===== src/rtl/lbist_lfsr_gen.sv =====
// LBIST stimulus generator: emits N Galois-LFSR patterns to the CUT per start request, then a completion response.
// Optional LBIST_LFSR_CONTINUE_EN: the LFSR keeps its state across runs instead of reloading SEED on each start.
module lbist_lfsr_gen #(
    parameter int          PAT_BITS       = 32,
    parameter int          MAX_PATTERNS   = 32,
    parameter logic [31:0] SEED           = 32'h0000_0001,
    parameter logic [31:0] TAPS           = 32'h8020_0003,
    parameter int          LBIST_MSG_BITS = $clog2(MAX_PATTERNS)
) (
    input  logic                      clk,
    input  logic                      reset,
    input  logic                      lbist_req_val,
    output logic                      lbist_req_rdy,
    input  logic [LBIST_MSG_BITS:0]   lbist_req_msg,
    output logic                      cut_req_val,
    output logic [PAT_BITS-1:0]       cut_req_msg,
    input  logic                      cut_req_rdy,
    output logic                      lbist_resp_val,
    output logic [LBIST_MSG_BITS:0]   lbist_resp_msg,
    input  logic                      lbist_resp_rdy,
    output logic [1:0]                dbg_state
);
    // Handshakes: a transfer happens on a rising clk edge where val && rdy are both 1;
    // once raised, val and msg hold until that transfer, and val never waits on rdy.

    localparam int CW = LBIST_MSG_BITS + 1;
    localparam logic [PAT_BITS-1:0] SEED_T   = PAT_BITS'(SEED);
    localparam logic [PAT_BITS-1:0] SEED_EFF = (SEED_T == '0) ? PAT_BITS'(1) : SEED_T;
    localparam logic [PAT_BITS-1:0] TAPS_T   = PAT_BITS'(TAPS);
    localparam logic [CW-1:0]       MAX_N    = CW'(MAX_PATTERNS);

    typedef enum logic [1:0] {
        IDLE = 2'd0,
        GEN  = 2'd1,
        DONE = 2'd2
    } state_t;

    state_t              state_q, state_d;
    logic [PAT_BITS-1:0] lfsr_q;
    logic [PAT_BITS-1:0] lfsr_next;
    logic [CW-1:0]       count_q;
    logic [CW-1:0]       count_inc;
    logic [CW-1:0]       n_q;
    logic [CW-1:0]       n_sat;
    logic                start_hs;
    logic                cut_hs;

    assign n_sat     = (lbist_req_msg > MAX_N) ? MAX_N : lbist_req_msg;
    assign count_inc = count_q + CW'(1);
    assign lfsr_next = (lfsr_q >> 1) ^ (lfsr_q[0] ? TAPS_T : '0);
    assign start_hs  = (state_q == IDLE) && lbist_req_val;
    assign cut_hs    = (state_q == GEN) && cut_req_rdy;

    always_ff @(posedge clk) begin
        if (reset) begin
            state_q <= IDLE;
            lfsr_q  <= SEED_EFF;
            count_q <= '0;
            n_q     <= '0;
        end else begin
            state_q <= state_d;
            if (start_hs) begin
                n_q     <= n_sat;
                count_q <= '0;
`ifndef LBIST_LFSR_CONTINUE_EN
                lfsr_q  <= SEED_EFF;
`endif
            end else if (cut_hs) begin
                lfsr_q  <= lfsr_next;
                count_q <= count_inc;
            end
        end
    end

    always_comb begin
        state_d = state_q;
        case (state_q)
            IDLE: if (lbist_req_val) state_d = (n_sat == '0) ? DONE : GEN;
            GEN:  if (cut_req_rdy && (count_inc == n_q)) state_d = DONE;
            DONE: if (lbist_resp_rdy) state_d = IDLE;
            default: state_d = IDLE;
        endcase
    end

    // Outputs decode registered state only; no input reaches an output combinationally.
    always_comb begin
        lbist_req_rdy  = 1'b0;
        cut_req_val    = 1'b0;
        lbist_resp_val = 1'b0;
        case (state_q)
            IDLE:    lbist_req_rdy  = 1'b1;
            GEN:     cut_req_val    = 1'b1;
            DONE:    lbist_resp_val = 1'b1;
            default: lbist_req_rdy  = 1'b0;
        endcase
    end

    assign cut_req_msg    = lfsr_q;
    assign lbist_resp_msg = count_q;
    assign dbg_state      = state_q;

endmodule


===== config.mk =====
export PLATFORM = sky130hd
export DESIGN_NAME = lbist_lfsr_gen
export DESIGN_NICKNAME = d
export VERILOG_FILES = /design/src/rtl/lbist_lfsr_gen.sv
export SDC_FILE = /design/constraint.sdc
export NUM_CORES = 1
export LEC_CHECK = 0
export CAP_MARGIN = 20
export CORE_UTILIZATION = 25
export DETAILED_ROUTE_END_ITERATION = 8
export DONT_BUFFER_PORTS = 1
export GPL_ROUTABILITY_DRIVEN = 0
export GPL_TIMING_DRIVEN = 0
export HOLD_SLACK_MARGIN = 0.06
export PLACE_DENSITY = 0.48
export SYNTH_ARGS = -nofsm -noshare
export SYNTH_HDL_FRONTEND = slang
export SYNTH_SLANG_ARGS = --single-unit

===== constraint.sdc =====
create_clock -name clk -period 4.5 [get_ports clk]
set_clock_uncertainty 0.05 [all_clocks]
set_input_delay 0 -clock clk [delete_from_list [all_inputs] [get_ports clk]]
set_output_delay 0 -clock clk [all_outputs]
set_load 0.05 [all_outputs]

==> impl_metrics.ini <==
[setup_path]
cp.buffers_inverters = 2
cp_data_required_time_ns = 4.70
cp_max_fo = 5
critPathLaunchType = register
critPathKind = reg -> reg
critPathArrivalTime_ns = 3.52
crit_slowest_cell = nor2_1
path_delay_family = simple AND/OR/NAND/NOR gates
r2r_setup_slack_ns = 1.17
cp_cell_sequence = nor2_1, nand2_1, nor3b_1, dlygate4sd3_1, a21oi_1, nor2_1, dlygate4sd3_1
cp_slowest_stage_delay_ns = 0.89
crit_path_end_kind = register

[clock_tree]
post-cts-setup-buffers = 0
h-tree-depth = 2
cts_hold_buf = 17
clockBufferDepth = 2
cts_resized = 0
clkTransAtPathRegs_ns = 0.09
clock_latency_ns = 0.30
cts_tree = yes
cts-root-buf = clkbuf_8
cts_buffers = 5
clock-sinks = 46

[timing]
slew_headroom = 0.289
fin_crit_sh = 0.739
fin_setup_tns_ns = 0
fmax_mhz = 301
hold_violations = 0
worst_pin_slew_ns = 1.06
drv_slew = 0
setup_violations = 0
whs_ns = 0.0837
timing.final.crit_period_ns = 3.33
rsz0062_at_grt = false

[power]
seq_power_share = 0.552
peakVddDrop_mv = 0.122
p_sw_mw = 0.224
p_clk_frac = 0.328
powerDensity_nw_per_um2 = 314
comb_power_share = 0.119
total_leakage_power_nw = 0.931
internal_power_mw = 0.553
swShare = 0.288

[final_layout]
diodes = 0
area_growth_pct = 19.3
layout.nets = 295
drive_gt1_frac = 0.169

[synthesis]
ys_types = 31
postSynthAreaPerCell_um2 = 8.06
netlist_area_um2 = 2070
yosysWarnings = 0
synthCells = 257
ys_ff_latch = 46
synth_nets = 269
yosysSeqAreaShare = 0.444

[floorplanning]
core_um2 = 7890
dieArea_um2 = 8660
rows = 32
die_w_um = 93.0
start_util = 0.263
fp.dieH_um = 93.0
ios = 54

[drt]
viasPerCell = 4.38
drtIter0Drc = 61
drtAntennaViolNets = 0
drc_errors = 0
vias = 1690
routedWlPerCell_um = 12.1
routed_wirelength_mm = 4.68
drt_first_pass_iters = 5

[grt]
grt_pass1_vias = 1635
grt_usage = 0.114
grt_max_degree = 16
grt_pass1_wl_mm = 7.75
grt_overflow = 0
grt_antenna_before_repair = 0

[min_path]
hold_path_class = in -> reg

[placed_design]
dp_hpwl_mm = 3.31
port_buffers = 0

[job]
maxCapViolCount = 0

[status]
status = completed
## area by class of cell
cell class,instances,area (um^2)
well taps,102,128
fillers,844,5420
clock buffers,5,68.8
clock inverters,3,21.3
flip-flops and latches,46,921
repair buffers,19,181
multi-input cells,168,871
plain buffers,43,280
## sequential cells by signal, summed over array words and instances (netlist names)
| name | count |
|---|---|
| n_q | 6 |
| dbg_state | 2 |
| cut_req_msg | 32 |
| lbist_resp_msg | 6 |
## worst reg2reg max path, delay by kind of cell (launching register included)
kind | cells | cell delay, ns
flip-flops | 1 | 0.50
AO/OA/AOI/OAI | 1 | 0.04
buffers and inverters | 2 | 1.12
AND/OR/NAND/NOR | 4 | 1.55
## power by group through the flow
stage               sequential [mW]  clock, mW  combinational (mW)
floorplan                     0.437          0              0.0628
global placement              0.439          0              0.0791
detailed placement            0.439          0              0.0793
CTS                           0.429      0.270              0.0913
global route                  0.430      0.284               0.102
finish                        0.429      0.255              0.0927
## stage by stage
stage | setup slack [ns] | utilization | instance area (um^2) | power, mW | std cells
after floorplan | 1.99 | - | 2070 | 0.499 | 257
after global placement | 1.62 | 0.279 | 2200 | 0.518 | 359
after CTS | 1.22 | 0.312 | 2460 | 0.790 | 384
after detailed placement | 1.62 | 0.279 | 2200 | 0.518 | 359
final | 1.17 | 0.313 | 2470 | 0.777 | 386
after global routing | 0.999 | 0.313 | 2470 | 0.816 | 386
## synth_stat cells, drive strengths merged
cell / n / share of area
a211oi: 2 / 0.0072
a21oi: 39 / 0.094
a31oi: 1 / 0.0030
and2: 2 / 0.0060
and3: 2 / 0.0060
and3b: 1 / 0.0048
buf: 35 / 0.12
clkbuf: 8 / 0.014
dfxtp: 46 / 0.44
ha: 1 / 0.0060
nand2: 65 / 0.12
nand2b: 2 / 0.0060
nand3: 3 / 0.0072
nand4: 1 / 0.0030
nand4b: 1 / 0.0042
nor2: 13 / 0.024
nor2b: 4 / 0.012
nor3: 2 / 0.0048
nor3b: 5 / 0.018
o21ai: 3 / 0.0072
o21bai: 2 / 0.0072
o32ai: 1 / 0.0042
o41ai: 1 / 0.0079
or3: 4 / 0.015
or4: 1 / 0.0036
xnor2: 6 / 0.025
xor2: 6 / 0.025
## final timing paths
kind,from,endpoint,cells after the start
max,dbg_state[0]$_SDFFE_PP0P_,n_q[1]$_SDFFE_PP0P_,7
min reg2reg,cut_req_msg[24]$_SDFFE_PP0P_,cut_req_msg[23]$_SDFFE_PP0P_,2
max reg2reg,dbg_state[0]$_SDFFE_PP0P_,n_q[1]$_SDFFE_PP0P_,7
min,cut_req_rdy,lbist_resp_msg[5]$_SDFFE_PP0P_,3
## layout by cell type, fill, tap and decap left out
master / Yosys / final
dfxtp_1: 46 / 46
a21oi_1: 39 / 39
clkinv_2: 0 / 1
and3_1: 2 / 2
nand2_1: 65 / 65
o32ai_1: 1 / 1
clkbuf_1: 8 / 9
and2_1: 1 / 1
clkinvlp_4: 0 / 1
nand4_1: 1 / 1
nand2b_1: 2 / 2
nor3b_1: 5 / 5
clkinv_4: 0 / 1
or3_4: 1 / 1
o21bai_1: 2 / 2
o21ai_0: 3 / 3
nand4b_1: 1 / 1
a31oi_1: 1 / 1
nor3_1: 2 / 2
nor2b_1: 4 / 4
ha_1: 1 / 1
nand3_1: 3 / 3
buf_4: 30 / 31
and3b_2: 1 / 1
xor2_1: 6 / 6
nor2_1: 13 / 13
dlygate4sd3_1: 0 / 17
xnor2_1: 6 / 6
or3_1: 2 / 2
buf_2: 5 / 5
and2_0: 1 / 1
o41ai_2: 1 / 1
a211oi_1: 2 / 2
or3_2: 1 / 1
or4_1: 1 / 1
clkbuf_8: 0 / 5
## logic make-up (layout without fill, tap and decap cells)
logic type | after synthesis | after routing | synth area share
AOI/OAI and AO/OA | 49 | 49 | 0.131
and+or+nand+nor | 106 | 106 | 0.232
buffers and inverters | 43 | 70 | 0.135
xor gates and xnor gates | 12 | 12 | 0.0507
DFF | 46 | 46 | 0.444
adders and majority gates | 1 | 1 | 0.00604
## layer usage
metal / vias up / share of wire / GRT usage
li1: 868 / - / -
met1: 779 / 0.45 / 0.132
met2: 34 / 0.46 / 0.184
met3: 9 / 0.078 / 0.0496
met4: 0 / 0.019 / 0.0436
met5: - / 0 / 0
Note: power is estimated with default switching activity, not from simulation.
